### src/rtl/mix_columns_seq_if.sv
// Handshake bundle for the MixColumns engine.
//   Sin/Mode/in_valid/in_ready   : input state channel (Mode 0 = forward, 1 = inverse)
//   Sout/out_valid/out_ready     : result state channel
// Byte k of a state is bits [8k:8k+7]; column c is bytes 4c..4c+3, byte 4c in row 0.
// master = producer/consumer side, slave = engine side.
interface mix_columns_seq_if;
    logic [0:127] Sin;
    logic         Mode;
    logic         in_valid;
    logic         in_ready;
    logic [0:127] Sout;
    logic         out_valid;
    logic         out_ready;

    modport master (
        output Sin, Mode, in_valid, out_ready,
        input  in_ready, Sout, out_valid
    );

    modport slave (
        input  Sin, Mode, in_valid, out_ready,
        output in_ready, Sout, out_valid
    );
endinterface

### src/rtl/mix_columns_seq.sv
// Sequential AES MixColumns / InvMixColumns engine.
// Processes COLS_PER_CYCLE columns per busy cycle using xtime chains.
//   clk : rising-edge clock
//   rst : synchronous active-high reset
//   bus : mix_columns_seq_if.slave (Sin, Mode, in_valid, in_ready,
//         Sout, out_valid, out_ready)
// Parameters:
//   COLS_PER_CYCLE : 1, 2 or 4
//   ENABLE_FWD     : 0 drops the forward datapath, engine is inverse-only
//
// state | meaning
// IDLE  | waiting for an input state, in_ready = 1
// BUSY  | transforming one column group per cycle
// DONE  | result held on Sout, out_valid = 1, in_ready follows out_ready
module mix_columns_seq #(
    parameter int COLS_PER_CYCLE = 1,
    parameter bit ENABLE_FWD     = 1
) (
    input  logic              clk,
    input  logic              rst,
    mix_columns_seq_if.slave  bus
);

    localparam int         N        = 4 / COLS_PER_CYCLE;
    localparam logic [1:0] LAST_CNT = 2'(N - 1);

    typedef enum logic [1:0] {IDLE, BUSY, DONE} state_t;

    state_t       state, state_nxt;
    logic [1:0]   col_cnt;
    logic [0:127] work_q;
    logic [0:127] sout_q;
    logic         mode_q;
    logic         eff_inv;
    logic         accept;
    logic         last_grp;
    logic         in_ready_c;
    logic         out_valid_c;

    logic [6:0]   grp_base [COLS_PER_CYCLE];
    logic [0:31]  grp_res  [COLS_PER_CYCLE];

    function automatic logic [0:7] xtime(input logic [0:7] x);
        return {x[1:7], 1'b0} ^ (x[0] ? 8'h1B : 8'h00);
    endfunction

    function automatic logic [0:31] mix_col(input logic [0:31] a, input logic inv);
        logic [0:7] b  [4];
        logic [0:7] x2 [4];
        logic [0:7] x3 [4];
        logic [0:7] x4 [4];
        logic [0:7] x8 [4];
        logic [0:7] m9 [4];
        logic [0:7] mb [4];
        logic [0:7] md [4];
        logic [0:7] me [4];
        {b[0], b[1], b[2], b[3]} = a;
        for (int i = 0; i < 4; i++) begin
            x2[i] = xtime(b[i]);
            x4[i] = xtime(x2[i]);
            x8[i] = xtime(x4[i]);
            x3[i] = x2[i] ^ b[i];
            m9[i] = x8[i] ^ b[i];
            mb[i] = x8[i] ^ x2[i] ^ b[i];
            md[i] = x8[i] ^ x4[i] ^ b[i];
            me[i] = x8[i] ^ x4[i] ^ x2[i];
        end
        if (inv)
            return {me[0] ^ mb[1] ^ md[2] ^ m9[3],
                    m9[0] ^ me[1] ^ mb[2] ^ md[3],
                    md[0] ^ m9[1] ^ me[2] ^ mb[3],
                    mb[0] ^ md[1] ^ m9[2] ^ me[3]};
        else
            return {x2[0] ^ x3[1] ^ b[2]  ^ b[3],
                    b[0]  ^ x2[1] ^ x3[2] ^ b[3],
                    b[0]  ^ b[1]  ^ x2[2] ^ x3[3],
                    x3[0] ^ b[1]  ^ b[2]  ^ x2[3]};
    endfunction

    // A constant 1 here lets synthesis prune the forward terms entirely.
    assign eff_inv  = ENABLE_FWD ? mode_q : 1'b1;
    assign accept   = bus.in_valid && in_ready_c;
    assign last_grp = (col_cnt == LAST_CNT);

    // State register
    always_ff @(posedge clk) begin
        if (rst)
            state <= IDLE;
        else
            state <= state_nxt;
    end

    // Next-state logic
    always_comb begin
        state_nxt = state;
        case (state)
            IDLE: if (accept) state_nxt = BUSY;
            BUSY: if (last_grp) state_nxt = DONE;
            DONE: if (bus.out_ready) state_nxt = bus.in_valid ? BUSY : IDLE;
            default: state_nxt = IDLE;
        endcase
    end

    // Outputs
    always_comb begin
        in_ready_c  = 1'b0;
        out_valid_c = 1'b0;
        case (state)
            IDLE: in_ready_c = 1'b1;
            DONE: begin
                in_ready_c  = bus.out_ready;
                out_valid_c = 1'b1;
            end
            default: ;
        endcase
    end

    assign bus.in_ready  = in_ready_c;
    assign bus.out_valid = out_valid_c;
    assign bus.Sout      = sout_q;

    // Column group currently addressed by col_cnt
    always_comb begin
        for (int g = 0; g < COLS_PER_CYCLE; g++) begin
            grp_base[g] = 7'((int'(col_cnt) * COLS_PER_CYCLE + g) * 32);
            grp_res[g]  = mix_col(work_q[grp_base[g] +: 32], eff_inv);
        end
    end

    // Work/result registers; work_q and mode_q need no reset since they are
    // always loaded on accept before use.
    always_ff @(posedge clk) begin
        if (rst) begin
            col_cnt <= 2'd0;
            sout_q  <= '0;
        end else if (accept) begin
            work_q  <= bus.Sin;
            mode_q  <= ENABLE_FWD ? bus.Mode : 1'b1;
            col_cnt <= 2'd0;
        end else if (state == BUSY) begin
            for (int g = 0; g < COLS_PER_CYCLE; g++)
                sout_q[grp_base[g] +: 32] <= grp_res[g];
            col_cnt <= col_cnt + 2'd1;
        end
    end

endmodule

### src/flat_wrapper.sv
// flat-port wrapper written by rule: the top's interface ports become plain ports
module mix_columns_seq_flat 
#(
    parameter int COLS_PER_CYCLE = 1,
    parameter bit ENABLE_FWD     = 1
)
  (clk, rst, bus_Sin, bus_Mode, bus_in_valid, bus_out_ready, bus_in_ready, bus_Sout, bus_out_valid);
  mix_columns_seq_if bus_i ();
  input  logic clk;
  input  logic rst;
  input wire logic [$bits(bus_i.Sin)-1:0] bus_Sin;
  input wire logic [$bits(bus_i.Mode)-1:0] bus_Mode;
  input wire logic [$bits(bus_i.in_valid)-1:0] bus_in_valid;
  input wire logic [$bits(bus_i.out_ready)-1:0] bus_out_ready;
  output wire logic [$bits(bus_i.in_ready)-1:0] bus_in_ready;
  output wire logic [$bits(bus_i.Sout)-1:0] bus_Sout;
  output wire logic [$bits(bus_i.out_valid)-1:0] bus_out_valid;
  assign bus_i.Sin = bus_Sin;
  assign bus_i.Mode = bus_Mode;
  assign bus_i.in_valid = bus_in_valid;
  assign bus_i.out_ready = bus_out_ready;
  assign bus_in_ready = bus_i.in_ready;
  assign bus_Sout = bus_i.Sout;
  assign bus_out_valid = bus_i.out_valid;
  mix_columns_seq #(.COLS_PER_CYCLE(COLS_PER_CYCLE), .ENABLE_FWD(ENABLE_FWD)) u_core (.clk(clk), .rst(rst), .bus(bus_i));
endmodule
### config.mk
export PLATFORM = sky130hd
export DESIGN_NAME = mix_columns_seq_flat
export DESIGN_NICKNAME = d
export VERILOG_FILES = /design/src/rtl/mix_columns_seq_if.sv /design/src/rtl/mix_columns_seq.sv /design/src/flat_wrapper.sv
export SDC_FILE = /design/constraint.sdc
export NUM_CORES = 1
export LEC_CHECK = 0
export CELL_PAD_IN_SITES_DETAIL_PLACEMENT = 0
export CELL_PAD_IN_SITES_GLOBAL_PLACEMENT = 1
export CORE_MARGIN = 3
export CORE_UTILIZATION = 30
export CTS_BUF_LIST = sky130_fd_sc_hd__clkbuf_4 sky130_fd_sc_hd__clkbuf_8
export CTS_CLUSTER_SIZE = 10
export DETAILED_ROUTE_END_ITERATION = 6
export GPL_TIMING_DRIVEN = 0
export PLACE_DENSITY_LB_ADDON = 0.1
export REMOVE_ABC_BUFFERS = 1
export SLEW_MARGIN = 20
export SYNTH_ARGS = -nofsm -noshare
export SYNTH_HDL_FRONTEND = slang
export SYNTH_SLANG_ARGS = --single-unit
### constraint.sdc
create_clock -name clk -period 10.22 [get_ports clk]
set_input_delay 1.533 -clock clk [delete_from_list [all_inputs] [get_ports clk]]
set_output_delay 1.533 -clock clk [all_outputs]
set_load 0.02 [all_outputs]
* After elaboration in Yosys (flattened, before gate mapping)
Index checks and enable logic that the tools add are counted.
** Storage, ports and cells
- Register bits :: 261
- Word-level logic and storage cells :: 110
** Operators by class
- $add $sub $neg :: 2
- Eq/ne operators :: 6
- Shift operators :: 3
- Multiplexer cells :: 21
- Bitwise gates (word level) :: 67
- Reductions and logical operators :: 6
** Operator list (number)
- $xor 8x8->8 :: 64
- $shift 129x9->128 const A :: 1
- $shiftx 128x8->129 :: 1
- $shiftx 129x9->128 :: 1
- $bwmux 128 :: 1
- $mux 5 :: 12
- $mux 32 :: 1
- $neg 8->9 :: 1
- $not 7->8 :: 1
- $mux 2 :: 3
- $pmux 2 s3 :: 1
- $eq 2x2->1 const B :: 2
- $ne 2x1->1 const B :: 2
- $reduce_and 2->1 :: 2
- $reduce_and 3->1 :: 1
- $add 2x1->2 const B :: 1
- $eq 2x1->1 const B :: 1
- $logic_not 2->1 :: 1
- $mux 1 :: 2
- $ne 2x2->1 const B :: 1
- $not 1->1 :: 2
- $pmux 1 s2 :: 1
- $reduce_or 2->1 :: 1
- $logic_and 1x1->1 :: 1

* Depth between registers and ports, before layout
Gate-level depths: netlist (run 1).
- Depth in word-level cells :: 16
- Depth in mapped cells :: 11

* Worst setup path after synthesis (run 1)
OpenSTA, ideal clock, no wires.
- Path type :: input to register
- Start :: input port rst
- End :: register u_core.mode_q (netlist: u_core.eff_inv), enable pin
- Library setup time :: 619 ps
- Arrival time :: 7509 ps
- Setup slack :: 2092 ps
- Stages :: 4
- Cells stage by stage :: clkbuf_1 > clkbuf_1 > clkbuf_1 > nor2_1
** On the way
- Longest elaborated chain between the ends :: 2
** Ends and longest elaborated chain
- from (decl) :: RTL line flat_wrapper.sv:10 : input logic rst;
- $not 1->1 (no source line)
- $reduce_and 2->1 (no source line)
- to (signal assigned) :: RTL line mix_columns_seq.sv:138 : mode_q <= ENABLE_FWD ? bus.Mode : 1'b1;
- to (decl) :: RTL line mix_columns_seq.sv:33 : logic mode_q;
Every way passes these cells.
A chain may end at the register's enable or synchronous reset.

* Worst setup path in the final report (run 1)
- Start :: input port bus_out_ready
- End :: output port bus_in_ready
** On the way
- Longest elaborated chain between the ends :: 1
** Ends and longest elaborated chain
- from (decl) :: RTL line flat_wrapper.sv:14 : input wire logic [$bits(bus_i.out_ready)-1:0] bus_out_ready;
- $pmux 1 s2 :: RTL line mix_columns_seq.sv:108 : case (state)
- to (decl) :: RTL line flat_wrapper.sv:15 : output wire logic [$bits(bus_i.in_ready)-1:0] bus_in_ready;
Every way passes these cells.

==> results of run 1 <==
worst reg2reg max path: stages (launching register included):
cell	delay, ps
sky130_fd_sc_hd__dfxtp_4	480
sky130_fd_sc_hd__buf_16	260
sky130_fd_sc_hd__mux4_1	1040
sky130_fd_sc_hd__xor3_1	650
sky130_fd_sc_hd__xnor3_2	350
sky130_fd_sc_hd__xnor2_2	300
sky130_fd_sc_hd__xnor3_2	570
sky130_fd_sc_hd__and2_4	210
sky130_fd_sc_hd__a221o_1	300
metrics by stage:
| stage | instance area (sq um) | util |
|---|---|---|
| global placement | 15160 | 0.3799 |
| CTS | 16480 | 0.4129 |
| detailed placement | 15520 | 0.3888 |
| floorplan | 11890 | - |
| finish | 16480 | 0.4129 |
| global route | 16480 | 0.4129 |
layer usage:
layer | wire [microns] | track usage | vias to the layer above
li1 | - | - | 3909
met1 | 16260 | 0.2209 | 3876
met2 | 16870 | 0.2696 | 225
met3 | 2051 | 0.03854 | 40
met4 | 633 | 0.04565 | 0
met5 | 0 | 0 | -
layout make-up:
cell class              instances  area, sq um
clock inverters                10        95.09
flip-flops and latches        261         6524
fillers                      3825        23440
inverters                       5        18.77
clock buffers                  71        864.6
repair buffers                277         2900
well taps                     525        656.9
multi-input cells             591         5420
power groups by stage:
stage                     Combinational (mW)  Clock (mW)  Sequential, mW
after floorplan                        0.689           0            1.23
after global placement                  1.07           0            1.21
after detailed placement                1.09           0            1.20
after CTS                               1.10        1.04            1.17
after global routing                    1.17        1.09            1.18
final                                   1.08       0.998            1.17
cell usage after synthesis (all sizes together), types with 5 or more instances:
library cell,count
o31ai,8
a31oi,5
xnor3,33
mux4,32
or3,5
a22oi,36
nand3,15
edfxtp,129
xor3,6
clkbuf,38
xor2,35
a22o,48
a21oi,39
xnor2,129
o21ai,28
buf,23
nor2,56
a221o,6
nor3,6
dfxtp,132
nand2,65
logic make-up after synthesis:
family | count (synthesis) | synth area share
AND/OR/NAND/NOR | 167 | 0.05916
adder cells (fa/ha/maj) | 4 | 0.004109
multiplexers | 37 | 0.06615
AO/OA/AOI/OAI | 180 | 0.1048
flip-flops | 261 | 0.5349
XOR/XNOR | 203 | 0.2050
buffers and inverters | 66 | 0.02588
worst max path at each step:
stage,from,to,slack (ps)
2_1_floorplan,bus_out_ready,u_core.eff_inv,2090
3_3_place_gp,rst,u_core.work_q[11],-2440
3_5_place_dp,bus_out_ready,bus_in_ready,5700
4_1_cts,bus_out_ready,bus_in_ready,5700
5_1_grt,bus_out_ready,bus_in_ready,5630
6_report,bus_out_ready,bus_in_ready,5720
cell usage in the layout, fill, tap and decap left out, drive strengths merged, types with 6 or more instances in the layout:
cell           instances
o21ai                 28
a221o                  6
a22oi                 36
nor2                  56
a21oi                 39
mux4                  32
xor3                   6
dfxtp                132
edfxtp               129
buf                   16
xnor3                 33
o31ai                  8
nor3                   6
xor2                  35
nand2                 65
clkbuf                71
a22o                  48
clkdlybuf4s50        261
nand3                 15
clkinv                 9
xnor2                129
registers in the layout, summed over array words and instances (netlist names):
name and flops:
u_core.bus.Sout 128, u_core.col_cnt 2, u_core.eff_inv 1, u_core.state 2
u_core.work_q 128
==> PnR_summary.wiki, run 1 <==
{| class="wikitable"
! Metric !! Value
|-
| Result of the run || complete, no violations
|-
| HPWL after DPL || around 26000 microns
|-
| TritonCTS Buffers || 46
|-
| Die boundary width || around 210 microns
|-
| Number of nets with antenna violations after routing || 0
|-
| Achievable Freq || 0.2223 GHz
|-
| Setup-violating endpoint count in the final report || 0
|-
| Cts-stage hold buffer count || 0
|-
| Clock network power share || 0.307
|-
| Crit path largest cell delay || between 600 and 700 ps
|-
| Cell-by-cell trace of the critical path || clkdlybuf4s50_1, inv_1, a21oi_1, clkdlybuf4s50_1
|-
| Switching share of total power || 0.3163
|-
| Sequential cell area fraction in the yosys report || 0.5349
|-
| Global-route wire length before repair || 54240 microns
|-
| Number of DRC violations after detailed routing || 0
|-
| Ant diodes || 0
|-
| Count of clock tree sinks || between 200 and 300
|-
| Die Outline Area || 43060 sq um
|-
| Commonest register cell after synthesis || sky130_fd_sc_hd__dfxtp_1
|-
| Worst IR Drop VDD || just under 0.1 mV
|-
| Classification of the worst setup path || in -> out
|-
| Starting DRC count in detailed routing || around 380
|-
| Mean Syn Cell Area || between 10 and 15 sq um
|-
| Slack of the worst reg-to-reg path || approximately 6000 ps
|-
| Max-cap violation count || 0
|-
| Total vias in the final route || 8050
|-
| Count of placed standard cells in the final layout, fillers left out || between 1500 and 2000
|-
| Pleak || 5.855 nW
|-
| Critical path depth || 4
|-
| #FFs+latches synth || 261
|-
| Clk root buf || sky130_fd_sc_hd__clkbuf_8
|-
| Post-layout worst setup margin || approximately 5700 ps
|-
| Worst hold slack after final layout || 450.4 ps
|-
| EDFF count, synth || 129
|-
| Hold path endpoint || u_core.bus.Sout[127]
|-
| Total global routing track utilization || 0.1650
|-
| Area growth syn-to-layout || 35.28%
|-
| CTS tree || done
|-
| Layout cells sized above 1 || 0.1309
|-
| Power density over the cells || 197.6 nW/um^2
|-
| Clock Skew || 18.54 ps
|-
| Maximum number of pins on one net before global-route repair || 62
|-
| Number of antenna violations at the first check in global routing || 0
|-
| Number of H-tree branching levels || 2
|-
| Insertion delay to the later sink of the worst-skew pair || 590 ps
|-
| Final-layout setup total negative slack || 0 ps
|-
| I/O Buffers || 262
|-
| I/O pin count || around 260
|-
| Cell mode on critical path || sky130_fd_sc_hd__clkdlybuf4s50_1
|-
| Destination of the worst register-to-register timing path || u_core.bus.Sout[83]
|-
| Data required time of the worst path || 8690 ps
|-
| # Post-CTS Setup Buffers || 0
|-
| Placer's final routability congestion estimate || roughly 0.75
|-
| Placement Rows || 73
|-
| Tot Pwr || 3.256 mW
|-
| Global-route congestion overflow total || 0
|-
| Detailed-route wire length || ~36000 microns
|-
| Number of buffers and inverters on the critical path || 3
|-
| Dominant cells by area after synthesis || sky130_fd_sc_hd__edfxtp_1 32%, sky130_fd_sc_hd__dfxtp_1 22%, sky130_fd_sc_hd__xnor2_1 8.3%
|-
| Warnings from Yosys || 0
|-
| Class of the worst hold path || reg -> reg
|-
| Synth top area share || 0.3180
|-
| Final count of pins violating max slew || 0
|-
| Sequential Power Share || 0.360
|-
| Clock tree buffer depth || 3
|-
| Critical path data arrival time || 2970 ps
|-
| Detail-routed via count per cell || 4.626
|-
| Slew of the pin with the lowest slew margin || 842.8 ps
|-
| Cell accounting for the most synthesized area || sky130_fd_sc_hd__edfxtp_1
|-
| Resize count post-CTS || 0
|-
| Area of the core region || 39910 sq um
|-
| Number of cells traversed by the worst register-to-register path || 8
|-
| Final Hold Vio Count || 0
|-
| Setup WS pre-CTS || ~5700 ps
|-
| First-pass iteration count of the detailed router || 4
|-
| Vias in the first global route || 8395
|-
| # placed instances || 1659
|-
| Slowest-stage cell, CP || sky130_fd_sc_hd__clkdlybuf4s50_1
|-
| Area of the mapped netlist || 12180 sq um
|-
| Synth unique cells || 49
|-
| Internal power contribution || approximately 2.2 mW
|-
| Combinational share of power || 0.333
|-
| Overall die height || 207.5 microns
|-
| Switching power || 1.030 mW
|-
| Initial core utilization || 0.3052
|-
| Min Tclk post-route || 4499 ps
|-
| Worst hold path depth || 2
|-
| Post-Syn Instances || 918
|-
| Family with the most delay on the worst path || buffers and inverters
|-
| Unrepaired setup endpoints after global routing || no
|-
| Hold_sp || u_core.bus.Sout[127]
|-
| Clock-pin transition on the worst setup and hold timing paths || 60 ps
|-
| Crit path capture type || output pin
|-
| Final period util || 0.4403
|-
| Worst reg2reg path startpoint || u_core.col_cnt[0]
|-
| CP Launch Type || input pin
|-
| Maximum fanout encountered on the critical timing path || 3
|-
| Wirelength per Cell || 20.58 microns
|-
| Fraction of registers with async set or reset after synthesis || 0
|-
| Net total in the final layout || 1319
|-
| Relative slew slack || 0.4351
|}
No activity file was read; power rests on OpenSTA's default activity.
==> run 2: changes to the inputs <==
clock period = 3.79 ns   (was 10.22 ns; I/O delays follow)
==> run 2 against run 1 <==
Compared with the run above:
- sequential share of layout area fell by 0.40 points
- sequential cell count did not move
- sequential power rose to 2.7 times the previous value
- wire length rose by 1.4%
- total power rose to 2.7 times the previous value
- die area did not move
- core utilization rose by 0.42 points
- clock skew barely moved
- worst hold slack got worse by 160 ps
- global-route usage rose by 0.17 points
- critical endpoint is now u_core.bus.Sout[3]
==> PnR_summary.wiki, run 2 (synthesis gave the netlist of run 1 again) <==
{| class="wikitable"
! Metric !! Value
|-
| Result of the run || complete, no violations
|-
| I/O pin count || 263
|-
| Cell-by-cell trace of the critical path || buf_16, mux4_2, buf_4, buf_4, xnor2_4, xnor2_1, xnor2_1, xnor3_2, a2111o_1, nand3_1
|-
| Met2 Wirelength || roughly 17000 microns
|-
| Initial core utilization || 0.3052
|-
| Cts-stage hold buffer count || 0
|-
| Count of placed standard cells in the final layout, fillers left out || 1748
|-
| Setup-violating endpoint count in the final report || 0
|-
| Commonest non-fill, non-tap cell in the layout || sky130_fd_sc_hd__clkdlybuf4s50_1
|-
| Crit path capture type || register
|-
| Maximum fanout encountered on the critical timing path || 16
|-
| Final Hold Vio Count || 0
|-
| Clk root buf || sky130_fd_sc_hd__clkbuf_8
|-
| Data required time of the worst path || 4300 ps
|-
| Combined area of the multi-input logic cells || 5504 sq um
|-
| Total vias in the final route || slightly above 8000
|-
| Number of antenna violations at the first check in global routing || 0
|-
| Global-route wire length before repair || roughly 55000 microns
|-
| Ant diodes || 0
|-
| Min Tclk post-route || 3678 ps
|-
| Relative slew slack || 0.4311
|-
| Clock Skew || 18.86 ps
|-
| Tot Pwr || slightly below 9 mW
|-
| Final Instance Area || approximately 17000 sq um
|-
| Net total in the final layout || 1327
|-
| I/O Buffers || 262
|-
| Fillers || ~3800
|-
| Vias in the first global route || 8441
|-
| TritonCTS Buffers || 46
|-
| Power density over the cells || 536.5 nW/um^2
|-
| Final-layout setup total negative slack || 0 ps
|-
| Wire length on met1 || about 16000 microns
|-
| CTS tree || done
|-
| Clock network power share || 0.303
|-
| Clock-pin transition on the worst setup and hold timing paths || 60 ps
|-
| Internal power contribution || 6.087 mW
|-
| Starting DRC count in detailed routing || 379
|-
| CP Launch Type || register
|-
| Sequential Power Share || 0.355
|-
| # placed instances || between 1500 and 2000
|-
| Critical path data arrival time || 4190 ps
|-
| HPWL after DPL || 26280 microns
|-
| Number of H-tree branching levels || 2
|-
| Sequential standard cell area || 6524 sq um
|-
| Cell area after placement || 15520 sq um
|-
| Detail-routed via count per cell || 4.670
|-
| Achievable Freq || 0.2719 GHz
|-
| Detailed-route wire length || ~36000 microns
|-
| Class of the worst hold path || in -> reg
|-
| Detail Route met3 WL || approximately 2000 microns
|-
| Crit path largest cell delay || 630 ps
|-
| Slowest-stage cell, CP || sky130_fd_sc_hd__mux4_2
|-
| Placer's final routability congestion estimate || 0.7534
|-
| Pleak || between 5 and 6 nW
|-
| Die Outline Area || about 43000 sq um
|-
| Total global routing track utilization || 0.1668
|-
| Slew of the pin with the lowest slew margin || around 850 ps
|-
| Die boundary width || 207.5 microns
|-
| Area growth syn-to-layout || 36.67%
|-
| First-pass iteration count of the detailed router || 5
|-
| Final period util || 0.9705
|-
| Top layer in use || met4
|-
| Switching power || 2.846 mW
|-
| Global-route congestion overflow total || 0
|-
| Number of nets with antenna violations after routing || 0
|-
| Placement Rows || 73
|-
| Area of the core region || 39910 sq um
|-
| Layout cells sized above 1 || 0.1537
|-
| Clock tree buffer depth || 3
|-
| Combinational share of power || 0.343
|-
| Wirelength per Cell || 20.77 microns
|-
| Worst IR Drop VDD || 0.2629 mV
|-
| Count of clock tree sinks || 261
|-
| Worst hold slack after final layout || 293.3 ps
|-
| Max-cap violation count || 0
|-
| Overall die height || 207.5 microns
|-
| Insertion delay to the later sink of the worst-skew pair || 590 ps
|-
| Most frequent cells in the layout || 261 x sky130_fd_sc_hd__clkdlybuf4s50_1, 130 x sky130_fd_sc_hd__dfxtp_1, 129 x sky130_fd_sc_hd__edfxtp_1
|-
| Classification of the worst setup path || reg -> reg
|-
| Final count of pins violating max slew || 0
|-
| Maximum number of pins on one net before global-route repair || 62
|-
| Number of DRC violations after detailed routing || 0
|-
| Switching share of total power || 0.3186
|}
-- run 2: final cells by class --
| class | count | area share |
|---|---|---|
| clock buffers | 71 | 0.05193 |
| inverters | 5 | 0.001127 |
| multi-input cells | 591 | 0.3306 |
| repair buffers | 285 | 0.1793 |
| well taps | 525 | 0.03946 |
| flip-flops and latches | 261 | 0.3919 |
| clock inverters | 10 | 0.005712 |
-- run 2: path summary, 6_finish.rpt --
| path | cells after the start | slack [ps] | to | startpoint |
|---|---|---|---|---|
| max reg2reg | 10 | 110 | u_core.bus.Sout[3] | u_core.col_cnt[0] |
| min | 2 | 290 | u_core.bus.Sout[41] | rst |
| min reg2reg | 2 | 450 | u_core.bus.Sout[127] | u_core.bus.Sout[127] |
| max | 10 | 110 | u_core.bus.Sout[3] | u_core.col_cnt[0] |
-- run 2: worst max-delay path, delay by kind of cell (launching register included) --
kind	cells	cell delay, ps
AOI/OAI and AO/OA	1	440
xor gates and xnor gates	4	1370
buffers and inverters	3	570
DFF	1	510
muxes	1	630
and+or+nand+nor	1	70
-- run 2: power by group through the flow --
| stage | registers, mW | logic (mW) | clock network [mW] |
|---|---|---|---|
| global route | 3.18 | 3.29 | 2.93 |
| finish | 3.17 | 3.06 | 2.70 |
| detailed placement | 3.23 | 2.95 | 0 |
| floorplan | 3.32 | 1.86 | 0 |
| CTS | 3.17 | 3.06 | 2.82 |
| global placement | 3.27 | 2.90 | 0 |
-- run 2: metal layers --
metal | vias up | GRT usage
met1 | 3960 | 0.2216
li1 | 3926 | -
met4 | 0 | 0.04682
met3 | 42 | 0.04035
met5 | - | 0
met2 | 236 | 0.2729
-- run 2: metrics by stage --
stage | setup slack, ps | util
global route | -10.24 | 0.4171
CTS | 4.988 | 0.4155
finish | 111.9 | 0.4171
floorplan | -3372 | -
global placement | -7908 | 0.3799
detailed placement | -482.0 | 0.3888
-- run 2: timing repair --
| item | in CTS | in global routing |
|---|---|---|
| resized for setup | 15 | 9 |
| endpoints found under the setup margin | 81 | 27 |
| gates cloned | 1 | 0 |
| pin swaps | 1 | 0 |
| buffers inserted | 7 | 0 |
==> run 3: changes to the inputs <==
CORE_UTILIZATION = 42   (was 30)
clock period = 3.6 ns   (was 3.79 ns; I/O delays follow)
==> run 3 against run 2 <==
Compared with the run above:
- global-route usage grew 4.1 points
- critical path depth shrank 2
- combinational power grew 8.8%
- non-clock buffer count grew 16
- wire length shrank 9.9%
- critical endpoint is now u_core.bus.Sout[75]
- largest cell class unchanged
- highest routed layer unchanged
==> PnR_summary.wiki, run 3 (synthesis gave the netlist of run 1 again) <==
{| class="wikitable"
! Metric !! Value
|-
| Result of the run || complete, no violations
|-
| Classification of the worst setup path || reg -> reg
|-
| Area of the core region || 28160 sq um
|-
| Total vias in the final route || 8262
|-
| Number of antenna violations at the first check in global routing || 0
|-
| Unrepaired setup endpoints after global routing || yes
|-
| Final-layout setup total negative slack || 0 ps
|-
| Placer's final routability congestion estimate || 0.8172
|-
| Final period util || 0.9772
|-
| Starting DRC count in detailed routing || roughly 440
|-
| Data required time of the worst path || 4030 ps
|-
| Final Hold Vio Count || 0
|-
| TritonCTS Buffers || between 40 and 50
|-
| Clock-pin transition on the worst setup and hold timing paths || 60 ps
|-
| Insertion delay to the later sink of the worst-skew pair || roughly 540 ps
|-
| Clk root buf || sky130_fd_sc_hd__clkbuf_8
|-
| Number of DRC violations after detailed routing || 0
|-
| Number of buffers and inverters on the critical path || 1
|-
| Ant diodes || 0
|-
| Commonest non-fill, non-tap cell in the layout || sky130_fd_sc_hd__clkdlybuf4s50_1
|-
| Maximum number of pins on one net before global-route repair || 39
|-
| CTS tree || done
|-
| Maximum fanout encountered on the critical timing path || 17
|-
| Worst hold path depth || 2
|-
| Cell mode on critical path || sky130_fd_sc_hd__xnor3_1
|-
| Clock tree buffer depth || 3
|-
| HPWL after DPL || 23750 microns
|-
| Number of cells traversed by the worst register-to-register path || 8
|-
| Detailed-route wire length || between 30000 and 40000 microns
|-
| Global-route wire length before repair || 49870 microns
|-
| Family with the most delay on the worst path || XOR/XNOR gates
|-
| Global-route congestion overflow total || 0
|-
| Relative slew slack || 0.5070
|-
| CP Launch Type || register
|-
| Placement Rows || 61
|-
| Number of H-tree branching levels || 2
|-
| Number of nets with antenna violations after routing || 0
|-
| First-pass iteration count of the detailed router || 5
|-
| Pleak || ~6.0 nW
|-
| Overall die height || 176.3 microns
|-
| Cell-by-cell trace of the critical path || bufbuf_16, mux4_2, xnor2_4, xnor3_1, xnor3_1, mux2i_1, xnor2_2, a22o_1
|-
| Tot Pwr || 9.346 mW
|-
| Power density over the cells || 563.3 nW/um^2
|-
| Max-cap violation count || 0
|-
| Worst hold slack after final layout || 417.6 ps
|-
| Net total in the final layout || 1341
|-
| Wirelength per Cell || 20.30 microns
|-
| Count of clock tree sinks || 261
|-
| Area growth syn-to-layout || 36.22%
|-
| Crit path capture type || register
|-
| Slowest-stage cell, CP || sky130_fd_sc_hd__mux4_2
|-
| Total global routing track utilization || 0.2075
|-
| Crit path largest cell delay || ~640 ps
|-
| Vias in the first global route || 8489
|-
| Min Tclk post-route || 3518 ps
|-
| Slew of the pin with the lowest slew margin || 736.2 ps
|-
| Worst IR Drop VDD || 0.3326 mV
|-
| I/O Buffers || 262
|-
| Initial core utilization || 0.4325
|-
| Count of placed standard cells in the final layout, fillers left out || about 1600
|-
| Class of the worst hold path || in -> reg
|-
| I/O pin count || 263
|-
| Clock Skew || approximately 23 ps
|-
| Achievable Freq || 0.2843 GHz
|-
| Final count of pins violating max slew || 0
|-
| Layout cells sized above 1 || 0.1686
|-
| Critical path data arrival time || 3940 ps
|-
| Critical path depth || 8
|-
| Die Outline Area || 31080 sq um
|-
| Die boundary width || 176.3 microns
|-
| Cts-stage hold buffer count || 0
|-
| # placed instances || 1515
|-
| Most frequent cells in the layout || 261 x sky130_fd_sc_hd__clkdlybuf4s50_1, 130 x sky130_fd_sc_hd__dfxtp_1, 129 x sky130_fd_sc_hd__edfxtp_1
|-
| Setup-violating endpoint count in the final report || 0
|-
| Detail-routed via count per cell || a little over 5
|}
run 3: cell count changes in the layout (fill, tap and decap cells not counted), moves of 3 or more:
cell | before | now
sky130_fd_sc_hd__buf_6 | 2 | 6
sky130_fd_sc_hd__xnor2_4 | 6 | 9
sky130_fd_sc_hd__buf_16 | 6 | 3
sky130_fd_sc_hd__xnor2_1 | 109 | 106
sky130_fd_sc_hd__buf_12 | 2 | 5
sky130_fd_sc_hd__xor2_1 | 31 | 28
sky130_fd_sc_hd__a21oi_2 | 2 | 5
sky130_fd_sc_hd__buf_4 | 11 | 22
sky130_fd_sc_hd__clkbuf_8 | 53 | 48
run 3: what timing repair did:
| action | in CTS | in global routing |
|---|---|---|
| buffers inserted | 4 | 16 |
| resized for setup | 25 | 13 |
| cloned | 1 | 0 |
| pin swaps | 1 | 2 |
| setup endpoints to repair | 88 | 47 |
run 3: cell type report:
type	instances	area (sq um)
fillers	2349	11570
clock inverters	10	93.84
multi-input cells	591	5585
well taps	378	473.0
flip-flops and latches	261	6521
inverters	5	18.77
repair buffers	301	3105
clock buffers	66	795.8
run 3: final timing paths:
| kind | start | endpoint | slack, ps |
|---|---|---|---|
| setup / recovery | u_core.col_cnt[0] | u_core.bus.Sout[75] | 80 |
| setup reg to reg | u_core.col_cnt[0] | u_core.bus.Sout[75] | 80 |
| hold / removal | rst | u_core.bus.Sout[0] | 420 |
| hold reg to reg | u_core.bus.Sout[33] | u_core.bus.Sout[33] | 450 |
run 3: through the flow:
| step | area [sq um] | util | setup WS [ps] |
|---|---|---|---|
| 2_1_floorplan | 11890 | - | -3533 |
| 3_3_place_gp | 14980 | 0.5319 | -7897 |
| 3_5_place_dp | 15340 | 0.5446 | -583.8 |
| 4_1_cts | 16380 | 0.5815 | 1.010 |
| 5_1_grt | 16590 | 0.5892 | -12.04 |
| 6_report | 16590 | 0.5892 | 82.23 |
run 3: worst register-to-register path: stages, from the launching register on:
cell and delay, ps:
sky130_fd_sc_hd__dfxtp_4 470, sky130_fd_sc_hd__bufbuf_16 380, sky130_fd_sc_hd__mux4_2 650, sky130_fd_sc_hd__xnor2_4 320
sky130_fd_sc_hd__xnor3_1 490, sky130_fd_sc_hd__xnor3_1 420, sky130_fd_sc_hd__mux2i_1 240, sky130_fd_sc_hd__xnor2_2 180
sky130_fd_sc_hd__a22o_1 240
run 3: where the power goes:
group          total (mW)  switching [mW]  leakage (nW)  internal, mW
Clock                2.68            1.13         0.476          1.55
Sequential           3.33          0.0665          2.27          3.27
Combinational        3.33            1.76          3.24          1.58
run 3: routing by layer:
metal  share of wire  vias to the layer above  GRT usage
met5               0                        -          0
met4           0.027                        0    0.06335
met3           0.070                       59    0.04602
met2            0.46                      294     0.3363
met1            0.44                     3965     0.2805
li1                -                     3944          -
